**config.mk**
```make
export PLATFORM = sky130hd
export DESIGN_NAME = bennett_clock_arbiter
export DESIGN_NICKNAME = d
export VERILOG_FILES = /design/src/rtl/bennett_clock_arbiter.sv
export SDC_FILE = /design/constraint.sdc
export NUM_CORES = 1
export LEC_CHECK = 0
export ABC_AREA = 0
export CAP_MARGIN = 10
export CORE_UTILIZATION = 51
export CTS_CLUSTER_SIZE = 14
export DETAILED_ROUTE_END_ITERATION = 16
export HOLD_SLACK_MARGIN = 0.02
export PLACE_DENSITY_LB_ADDON = 0.1
export SLEW_MARGIN = 20
export SYNTH_ARGS = -nofsm -noshare
export SYNTH_HDL_FRONTEND = slang
export SYNTH_SLANG_ARGS = --single-unit
```
**constraint.sdc**
```tcl
create_clock -name clk -period 3.75 [get_ports clk]
set_clock_uncertainty 0.2 [all_clocks]
set_input_delay 0.375 -clock clk [delete_from_list [all_inputs] [get_ports clk]]
set_output_delay 0.375 -clock clk [all_outputs]
set_load 0.01 [all_outputs]
```
**src/rtl/bennett_clock_arbiter.sv**
```systemverilog
// Bennett clock arbiter: lends the single Bennett clock generator to one of
// NREQ requesters at a time for a burst of full Bennett cycles, keeps the
// generator in reset between bursts, and watches for a stalled generator.
module bennett_clock_arbiter #(
  parameter int NREQ    = 4,
  parameter int BURST_W = 4,
  parameter int TIMEOUT = 64
) (
  input  logic                    clk,
  input  logic                    reset_n,
  input  logic [NREQ-1:0]         req,
  input  logic [NREQ*BURST_W-1:0] burst,
  input  logic                    clear_err,
  input  logic                    gen_instflag,
  output logic                    gen_reset,
  output logic [NREQ-1:0]         grant,
  output logic [NREQ-1:0]         done,
  output logic                    busy,
  output logic [BURST_W-1:0]      beats_left,
  output logic                    timeout_err
);

  localparam int IDX_W = (NREQ > 1) ? $clog2(NREQ) : 1;
  localparam int WD_W  = (TIMEOUT > 1) ? $clog2(TIMEOUT) : 1;

  typedef enum logic [1:0] {IDLE, RUN, COOL, FAULT} state_t;

  state_t             state;
  logic [IDX_W-1:0]   rr_ptr;
  logic [IDX_W-1:0]   owner;
  logic [IDX_W-1:0]   owner_next;
  logic [IDX_W-1:0]   win_idx;
  logic               found;
  logic [WD_W-1:0]    wdog;
  logic [BURST_W-1:0] win_burst;
  logic               last_beat;
  logic [BURST_W-1:0] burst_field [NREQ];

  // Split the packed burst bus into per-requester length fields.
  for (genvar gi = 0; gi < NREQ; gi++) begin : g_field
    assign burst_field[gi] = burst[gi*BURST_W +: BURST_W];
  end

  // Round-robin pick: first requester at or above rr_ptr, wrapping around.
  // Scanning from the farthest offset down lets the nearest one win.
  always_comb begin
    logic [IDX_W-1:0] scan_idx;
    found    = 1'b0;
    win_idx  = '0;
    scan_idx = '0;
    for (int k = NREQ - 1; k >= 0; k--) begin
      scan_idx = IDX_W'((int'(rr_ptr) + k) % NREQ);
      if (req[scan_idx]) begin
        found   = 1'b1;
        win_idx = scan_idx;
      end
    end
  end

  assign win_burst  = burst_field[win_idx];
  assign owner_next = (owner == IDX_W'(NREQ - 1)) ? '0 : owner + 1'b1;

  // The final instFlag must re-assert gen_reset in the same cycle so the
  // generator never starts another RAMP_UP; this path is combinational.
  assign last_beat = (state == RUN) & gen_instflag & (beats_left == BURST_W'(1));
  assign gen_reset = (state != RUN) | last_beat;
  assign busy      = (state == RUN);

  // Arbiter FSM with registered grant/done/beat/fault outputs.
  always_ff @(posedge clk or negedge reset_n) begin
    if (!reset_n) begin
      state       <= IDLE;
      grant       <= '0;
      done        <= '0;
      beats_left  <= '0;
      timeout_err <= 1'b0;
      rr_ptr      <= '0;
      owner       <= '0;
      wdog        <= '0;
    end else begin
      done <= '0;
      case (state)
        IDLE: begin
          if (found) begin
            grant      <= NREQ'(1) << win_idx;
            owner      <= win_idx;
            beats_left <= (win_burst == '0) ? BURST_W'(1) : win_burst;
            wdog       <= '0;
            state      <= RUN;
          end
        end
        RUN: begin
          if (last_beat) begin
            done       <= grant;
            grant      <= '0;
            beats_left <= '0;
            rr_ptr     <= owner_next;
            state      <= COOL;
          end else if (gen_instflag) begin
            beats_left <= beats_left - 1'b1;
            wdog       <= '0;
          end else if (wdog == WD_W'(TIMEOUT - 1)) begin
            // Stalled generator: drop the grant without a done pulse and
            // skip the faulted requester on the next arbitration.
            timeout_err <= 1'b1;
            grant       <= '0;
            rr_ptr      <= owner_next;
            state       <= FAULT;
          end else begin
            wdog <= wdog + 1'b1;
          end
        end
        COOL: begin
          state <= IDLE;
        end
        FAULT: begin
          if (clear_err) begin
            timeout_err <= 1'b0;
            state       <= IDLE;
          end
        end
        default: state <= IDLE;
      endcase
    end
  end

endmodule

```
* After elaboration in Yosys (flattened, before gate mapping)
Index checks and enable logic that the tools add are counted.
** Operators by class
- Mux-type cells :: 51
- Bitwise gates (word level) :: 4
- Shift operators :: 1
- Reduce and logical (&&, ||, !) cells :: 12
- Add/subtract/negate cells :: 6
- Magnitude comparators :: 5
- Equality and inequality tests :: 17
** Operators by type and width (number)
- 2-to-1 mux 4 bit :: 12
- 2-to-1 mux 2 bit :: 13
- 2-to-1 mux 6 bit :: 4
- one-hot mux 4 bit (2 select lines) :: 2
- < comparator 2 x 3 -> 1 bit (second input constant) :: 4
- 2-to-1 mux 1 bit :: 12
- one-hot mux 6 bit (2 select lines) :: 1
- AND reduction 4 bit :: 3
- binary-select mux 1 bit (select 2 bit) :: 4
- binary-select mux 4 bit (select 2 bit) :: 1
- inequality test 2 bit (second input constant) :: 4
- one-hot mux 2 bit (4 select lines) :: 1
- adder 6 x 1 -> 6 bit (second input constant) :: 1
- equality test 2 bit (second input constant) :: 3
- equality test 6 bit (second input constant) :: 1
- inequality test 2 x 1 -> 1 bit (second input constant) :: 3
- inequality test 3 x 2 -> 1 bit (second input constant) :: 2
- AND reduction 3 bit :: 2
- nonzero test 2 bit :: 3
- AND reduction 5 bit :: 1
- adder 2 x 1 -> 2 bit (second input constant) :: 2
- adder 2 bit (second input constant) :: 2
- equality test 4 x 1 -> 1 bit (second input constant) :: 1
- zero test 4 bit :: 1
- other kinds (12) :: 13
** Storage, ports and cells
- Output and inout port bits :: 15
- Logic and storage cells :: 104
- Register bits after elaboration :: 25
- Input bits :: 24

* Depth between registers and ports, before layout
Gate-level depths: netlist (run 1).
- Depth after elaboration :: 15
- Gate-level depth with buffers :: 8
- Mapped depth without buffers :: 7

* Worst setup path before layout (run 1)
Ideal clock, no wire load.
- Path type :: register to register
- Start :: reg wdog[0]
- End :: reg wdog[4]
- Cell stages (with the launch flop) :: 9
- Clock period less this slack :: 1.958 ns
- Required time :: 3.429 ns
- Path buffers :: 1
- Arrival :: 1.637 ns
- Setup slack :: 1.792 ns
- Setup time :: 0.121 ns
- Path through :: dfrtp_1 ha_1 nand3_1 nor4_1 or3b_1 buf_2 nor3_2 a21o_1 a22o_1
** On the way
- Word-level cells in the longest chain between the ends :: 5
- Elaborated cells between the ends (all ways) :: 8
- Those cells by class :: 1 x add/sub; 2 x eq/ne; 4 x mux; 1 x reduce/logical
** RTL lines
- start: declaration :: line 34 : logic [WD_W-1:0] wdog;
- start signal: assignment :: line 110 : wdog <= wdog + 1'b1;
- adder 6 x 1 -> 6 bit :: line 110
- 2-to-1 mux 6 bit :: line 102 : end else if (wdog == WD_W'(TIMEOUT - 1)) begin
- 2-to-1 mux 6 bit :: line 99 : end else if (gen_instflag) begin
- 2-to-1 mux 6 bit :: line 93 : if (last_beat) begin
- one-hot mux 6 bit (2 select lines) :: line 82 : case (state)
Parallel ways exist; a longest one is shown, timed or not. The select of a mux whose other input is x is not followed.
A chain may end at the register's enable or synchronous reset.

* Final worst setup path (run 1)
- Start :: reg state[1]
- End :: out gen_reset
** On the way
- Word-level cells in the longest chain between the ends :: 4
- Elaborated cells between the ends (all ways) :: 5
- Those cells by class :: 2 x eq/ne; 3 x bitwise
** RTL lines
- start: declaration :: line 28 : state_t state;
- start signal: assignment :: line 72 : state <= IDLE;
- start signal: assignment :: line 89 : state <= RUN;
- start signal: assignment :: line 98 : state <= COOL;
- equality test 2 x 1 -> 1 bit :: line 65 : assign last_beat = (state == RUN) & gen_instflag & (beats_left == BURST_W'(1));
- bitwise AND 1 bit (2 in series) :: line 65
- bitwise OR 1 bit * :: line 66 : assign gen_reset = (state != RUN) | last_beat;
- end: declaration :: line 15 : output logic gen_reset,
Mark *: on every way between the ends. The rest lies on a longest branch, timed or not.

==> reports/results.tsv, run 1 <==
stage	metric	value	unit
run_status	outcome	finished clean	
logic_synthesis	ys_types	48	
power	powerDensity	592	nW/um2
clock_tree	cts_made_buffers	3	
die	die_h	55.5	um
power	pwr-share-seq	37.4	%
setup_path	cp.depth	5	
clock_tree	cts_tree	built	
setup_path	required	3.17	ns
sta	slew_viol_final	0	
setup_path	r2r_start	wdog[0]	
sta	tightestPinTransition	0.624	ns
setup_path	critPathCapture	gen_reset	
setup_path	crit_family	buffers and inverters	
sta	rsz0062_at_grt	no	
final_layout	fin_area	1900	um2
setup_path	path_cells	nand2b_2 > inv_2 > nand4_1 > nand2_1 > clkdlybuf4s50_1	
min_path	min_path_type	reg -> reg	
logic_synthesis	synthArstFlopShare	100	%
final_layout	layout_commonest_cell	clkdlybuf4s50_1	
die	rows	19	
setup_path	cp_max_fo	11	
clock_tree	clock_latency	0.32	ns
clock_tree	clockRootBuffer	clkbuf_4	
logic_synthesis	syn-cell-area	1460	um2
setup_path	path_buf_inv	2	
logic_synthesis	yosysSeqAreaShare	42.8	%
place	io_buffers	38	
route	ant_nets	0	
route	dr.first_iter.drc_count	48	
clock_tree	clk_path_buf_depth	2	
clock_tree	cts_setup_buffers	0	
logic_synthesis	syn_avg_cell_area	9.48	um2
place	dp_hpwl	2550	um
logic_synthesis	syn_inst	154	
final_layout	nets	224	
power	combPwrFrac	51.6	%
route	wl_per_cell	14.6	um
clock_tree	htreeDepth	1	
sta	fmax	365	MHz
setup_path	start_kind	register	
setup_path	critPathSlowestCell	clkdlybuf4s50_1	
power	p_leak	0.834	nW
place	placed_cell_area	1870	um2
route	vias	1334	
setup_path	r2r-end	wdog[4]	
sta	finalWorstSetupSlack	1.01	ns
route	routed_wl	3300	um
die	die-area	3080	um2
grt	grt_pass1_vias	1279	
final_layout	mostFrequentLayoutCells	37 x clkdlybuf4s50_1, 25 x nand2_1, 25 x dfrtp_1, 18 x o21ai_0, 8 x nor2_1	
grt	antenna_found_initial	0	
sta	whs	0.319	ns
route	first_pass_iters	4	
grt	grt_usage	22.5	%
logic_synthesis	synth_ff_type	dfrtp_1	
final_layout	area_delta_synth_final	30.2	%
sta	finalSetupTns	0	ns
power	internal-power	0.000667	W
setup_path	r2r_cells	7	
sta	period_share	73.1	%
power	p_switching	0.000459	W
setup_path	critical_path_class	reg -> out	
logic_synthesis	ys.warnings.count	0	
grt	grt_max_degree	26	
setup_path	worstPathArrival	2.17	ns
grt	grt_first_pass_wirelength	5610	um
place	pre_cts_slack	1.12	ns
die	die_x	55.5	um
sta	period_minus_slack	2.74	ns
clock_tree	clock-sinks	25	
setup_path	startpoint	state[1]	
setup_path	rrSetupSlack	1.48	ns
sta	slew-limit-headroom	58.1	%
grt	grt-ovfl-total	0	
power	p_sw_share	40.8	%
route	via_per_inst	5.90	
power	vdd_drop_max	347	uV
die	ios	39	
final_layout	final_layout_size_suffix_gt1_share	10.3	%
sta	finalSetupViolations	0	
route	drc	0	
setup_path	slowest_delay	0.56	ns
final_layout	antennaDiodeCount	0	
logic_synthesis	synth-edff-count	0	
place	gp_congestion	0.768	
logic_synthesis	ys_seq_elements	25	
run	maxCapViolCount	0	
die	start_util	53.4	%
setup_path	end_kind	primary output	
logic_synthesis	syn_nets	182	
sta	hold_viol_final	0	
die	core	2730	um2
clock_tree	clkTransAtPathRegs	0.14	ns
power	clockPowerShare	11.0	%
## routing by layer
layer / wire length, um / track usage, % / part of all wire, % / up-vias
met5: 0 / 0 / 0 / -
li1: - / - / - / 650
met4: 29 / 8.21 / 0.88 / 0
met3: 162 / 3.98 / 4.9 / 4
met1: 1480 / 27.9 / 45 / 633
met2: 1620 / 39.2 / 49 / 47
## power groups by stage
| stage | Clock (W) | Sequential (W) | Combinational, W |
|---|---|---|---|
| 3_3_place_gp | 0 | 0.000421 | 0.000563 |
| 6_report | 0.000123 | 0.000421 | 0.000581 |
| 2_1_floorplan | 0 | 0.000429 | 0.000355 |
| 5_1_grt | 0.000136 | 0.000433 | 0.000640 |
| 4_1_cts | 0.000124 | 0.000420 | 0.000582 |
| 3_5_place_dp | 0 | 0.000425 | 0.000578 |
## state kept, by name, indices dropped and copies added, names as in the netlist
name         count
timeout_err      1
state            2
wdog             6
beats_left       4
grant            4
done             4
rr_ptr           2
owner            2
## Yosys cell counts, types with 2 or more instances
cell	instances	area share (%)
nand2_1	25	6.4
ha_1	4	3.4
a211oi_1	2	1.0
a21oi_1	4	1.4
o31ai_1	4	2.1
a211o_1	2	1.2
inv_1	4	1.0
o21ai_0	18	6.2
nor2_1	8	2.1
and2_1	4	1.7
mux2i_1	5	3.4
mux2_2	3	2.3
dfrtp_1	25	43
nor3_1	3	1.0
a21o_1	2	1.0
nor4_1	2	0.86
nand3_1	4	1.4
nor2_4	2	1.5
buf_2	2	0.69
a211oi_2	2	1.7
a31oi_1	2	0.86
## repair_timing
item                       CTS  global route
setup endpoints to repair    0             0
hold endpoints to repair     0            25
gates resized for setup      0             0
hold buffers                 0             1
## cells by family (layout without fill, tap and decap cells)
| kind of cell | Yosys count | after routing | share of synthesized area, % |
|---|---|---|---|
| buffers and inverters | 7 | 48 | 1.97 |
| and+or+nand+nor | 63 | 63 | 24.0 |
| muxes | 8 | 8 | 5.74 |
| xor gates and xnor gates | 1 | 1 | 0.600 |
| AOI/OAI and AO/OA | 46 | 46 | 21.4 |
| adders and majority gates | 4 | 4 | 3.43 |
| DFF | 25 | 25 | 42.8 |
## metrics by stage
stage                     util (%)  cells  power [W]
after floorplan                  -    154   0.000784
after global placement        68.4    221   0.000984
after detailed placement      68.4    221    0.00100
after CTS                     69.4    225    0.00112
after global routing          69.6    226    0.00121
final                         69.6    226    0.00113
## tightest hold or removal path: stages, from the launching register on
cell     delay (ns)
dfrtp_1        0.38
nand2_1        0.05
o21ai_0        0.06
## how the worst min path moves through the flow
| stage | from | cells after the start | endpoint |
|---|---|---|---|
| 2_1_floorplan | reset_n | 0 | beats_left[0] |
| 3_3_place_gp | owner[1] | 2 | owner[1] |
| 3_5_place_dp | owner[1] | 2 | owner[1] |
| 4_1_cts | grant[1] | 2 | grant[1] |
| 5_1_grt | timeout_err | 2 | timeout_err |
| 6_report | grant[1] | 2 | grant[1] |
## cell type report
| type | count | area [um2] |
|---|---|---|
| sequential | 25 | 626 |
| fill | 224 | 832 |
| clock buffer | 3 | 22.5 |
| clock inverter | 1 | 5.00 |
| tap | 31 | 38.8 |
| timing repair buffer | 39 | 385 |
| inverter | 5 | 18.8 |
| multi-input combinational | 122 | 806 |
(Power assumes the default switching activity.)
==> inputs of run 2 (changes only) <==
--- a/config.mk
+++ b/config.mk
@@ -7,7 +7,7 @@
 export LEC_CHECK = 0
 export ABC_AREA = 0
 export CAP_MARGIN = 10
-export CORE_UTILIZATION = 51
+export CORE_UTILIZATION = 48
 export CTS_CLUSTER_SIZE = 14
 export DETAILED_ROUTE_END_ITERATION = 16
 export HOLD_SLACK_MARGIN = 0.02
==> constraint.sdc (replaced) <==
create_clock -name clk -period 2.8 [get_ports clk]
set_clock_uncertainty 0.2 [all_clocks]
set_input_delay 0.28 -clock clk [delete_from_list [all_inputs] [get_ports clk]]
set_output_delay 0.28 -clock clk [all_outputs]
set_load 0.01 [all_outputs]
==> run 2 against run 1 <==
Effect of this change: first-iteration DRC count decreased by 15%; die area increased by 6.0%; routed wire length increased by 0.67%; worst hold slack got worse by 0.21 ns; clock power increased by 33%; clock-buffer cell count unchanged; critical path depth unchanged; combinational power increased by 38%; total power increased by 36%; sequential power increased by 34%; largest power group unchanged; the flow now finishes with violations (DRC).
==> reports/results.tsv, run 2 (same netlist as run 1, synthesis figures left out) <==
stage	metric	value	unit	change
final_layout	largest_reg_flops	6		unchanged
sta	slew_viol_final	0		unchanged
final_layout	area_delta_synth_final	31.4	%	
sta	tightestPinTransition	0.566	ns	-0.0582 ns
sta	finalSetupViolations	0		unchanged
run	maxCapViolCount	0		unchanged
setup_path	slowest_delay	0.56	ns	about the same
grt	grt_first_pass_wirelength	5880	um	+4.8%
clock_tree	clk_path_buf_depth	2		unchanged
setup_path	path_cells	nand2b_2 > inv_2 > nand4_1 > nand2_1 > clkdlybuf4s50_1		
power	powerDensity	795	nW/um2	+34%
final_layout	layout_commonest_cell	clkdlybuf4s50_1		
final_layout	mostFrequentLayoutCells	38 x clkdlybuf4s50_1, 25 x nand2_1, 25 x dfrtp_1, 18 x o21ai_0, 8 x nor2_1		
grt	grt_usage	22.7	%	+0.12 points
die	core	2830	um2	+3.5%
power	p_leak	0.844	nW	+1.2%
clock_tree	ctsResizeCount	0		unchanged
clock_tree	clock_latency	0.32	ns	about the same
die	start_util	51.6	%	-1.8 points
grt	grt_max_degree	26		unchanged
route	ant_nets	0		unchanged
route	first_pass_iters	10		+6
sta	whs	0.109	ns	-0.210 ns
setup_path	cp_max_fo	11		unchanged
setup_path	end_kind	primary output		
setup_path	required	2.32	ns	-0.85 ns
route	dr.first_iter.drc_count	41		-15%
setup_path	critical_path_class	reg -> out		
route	routed_wl	3320	um	+0.67%
grt	grt_pass1_vias	1348		+5.4%
clock_tree	clkTransAtPathRegs	0.14	ns	about the same
clock_tree	cts_hold_buf	0		unchanged
sta	hold_viol_final	0		unchanged
die	die-area	3270	um2	+6.0%
route	wl_per_cell	14.6	um	-0.22%
sta	fmax	383	MHz	
final_layout	nets	226		+0.89%
place	gp_congestion	0.779		+1.4%
grt	antenna_found_initial	0		unchanged
route	vias	1347		+0.97%
die	ios	39		unchanged
sta	rsz0062_at_grt	no		
min_path	min_path_type	in -> async		
sta	period_share	93.2	%	
clock_tree	cts_made_buffers	3		unchanged
run_status	violations	DRC		
place	io_buffers	38		unchanged
setup_path	critPathSlowestCell	clkdlybuf4s50_1		
power	vdd_drop_max	436	uV	+25%
final_layout	top_register	wdog		
die	rows	19		unchanged
final_layout	antennaDiodeCount	0		unchanged
setup_path	start_kind	register		
grt	grt-ovfl-total	0		unchanged
place	dp_hpwl	2610	um	+2.1%
setup_path	worstPathArrival	2.13	ns	-0.04 ns
clock_tree	clock-sinks	25		unchanged
final_layout	final_layout_size_suffix_gt1_share	11.2	%	+0.91 points
clock_tree	cts_tree	built		
run_status	outcome	finished, violations left		
sta	slew-limit-headroom	61.9	%	+3.8 points
die	die_x	57.2	um	+3.0%
final_layout	num-fill-cells	233		+4.0%
route	drc	1		+1
clock_tree	cts_setup_buffers	0		unchanged
clock_tree	clockRootBuffer	clkbuf_4		
route	via_per_inst	5.91		about the same
die	die_h	57.2	um	+3.0%
clock_tree	htreeDepth	1		unchanged
sta	period_minus_slack	2.61	ns	
sta	finalSetupTns	0	ns	unchanged
## run 2: changes by cell type in the layout (fill, tap and decap cells not counted), sizes merged
cell           before  now
clkdlybuf4s50      37   38
buf                 1    3
dlygate4sd3         1    0
## run 2: final cells by class
| class | count | area (um2) | share of cell area (%) |
|---|---|---|---|
| Sequential cell | 25 | 626 | 32.6 |
| Multi-Input combinational cell | 122 | 806 | 42.0 |
| Tap cell | 31 | 38.8 | 2.02 |
| Clock inverter | 1 | 5.00 | 0.261 |
| Timing Repair Buffer | 41 | 403 | 21.0 |
| Inverter | 5 | 18.8 | 0.978 |
| Clock buffer | 3 | 22.5 | 1.17 |
## run 2: critical path, delay by kind of cell, from the launching register on
kind	cells	cell delay, ns
flip-flops	1	0.46
buffers and inverters	2	0.74
AND/OR/NAND/NOR	3	0.61
## run 2: worst paths after layout
path                            startpoint        end  cells after the start  slack [ns]
worst max-delay path              state[1]  gen_reset                      5        0.19
max in group asynchronous          reset_n   owner[1]                      2        2.06
worst min-delay path               reset_n    wdog[4]                      2        0.11
min in group clk                  grant[0]   grant[0]                      2        0.31
worst min register to register    grant[0]   grant[0]                      2        0.31
worst max register to register     wdog[0]    wdog[4]                      7        0.65
## run 2: where the power goes
group          total [W]  internal (W)  leakage (nW)  switching [W]
sequential      0.000564      0.000462         0.321       0.000102
combinational   0.000799      0.000386         0.506       0.000413
clock           0.000164     0.0000535        0.0177       0.000111
total            0.00153      0.000901         0.844       0.000625
## run 2: metal layers
| metal | up-vias | GRT usage (%) | routed length, um |
|---|---|---|---|
| met5 | - | 0 | 0 |
| met4 | 0 | 6.62 | 27 |
| met3 | 4 | 3.40 | 157 |
| met2 | 47 | 40.0 | 1610 |
| met1 | 637 | 28.8 | 1520 |
| li1 | 659 | - | - |
## run 2: stage by stage
| stage | area, um2 | utilization [%] | total power [W] | setup slack (ns) | cells |
|---|---|---|---|---|---|
| after floorplan | 1460 | - | 0.00105 | 0.842 | 154 |
| after global placement | 1890 | 66.9 | 0.00134 | 0.333 | 224 |
| after detailed placement | 1890 | 66.9 | 0.00136 | 0.307 | 224 |
| after CTS | 1920 | 67.8 | 0.00153 | 0.201 | 228 |
| after global routing | 1920 | 67.8 | 0.00165 | 0.0332 | 228 |
| final | 1920 | 67.8 | 0.00153 | 0.189 | 228 |
==> inputs of run 3 (changes only) <==
--- a/config.mk
+++ b/config.mk
@@ -12,7 +12,7 @@
 export DETAILED_ROUTE_END_ITERATION = 16
 export HOLD_SLACK_MARGIN = 0.02
 export PLACE_DENSITY_LB_ADDON = 0.1
-export SLEW_MARGIN = 20
+export SKIP_CTS_REPAIR_TIMING = 1
 export SYNTH_ARGS = -nofsm -noshare
 export SYNTH_HDL_FRONTEND = slang
 export SYNTH_SLANG_ARGS = --single-unit
==> results of run 3 <==
No change in the layout: final DEF, timing and power equal those of run 2.
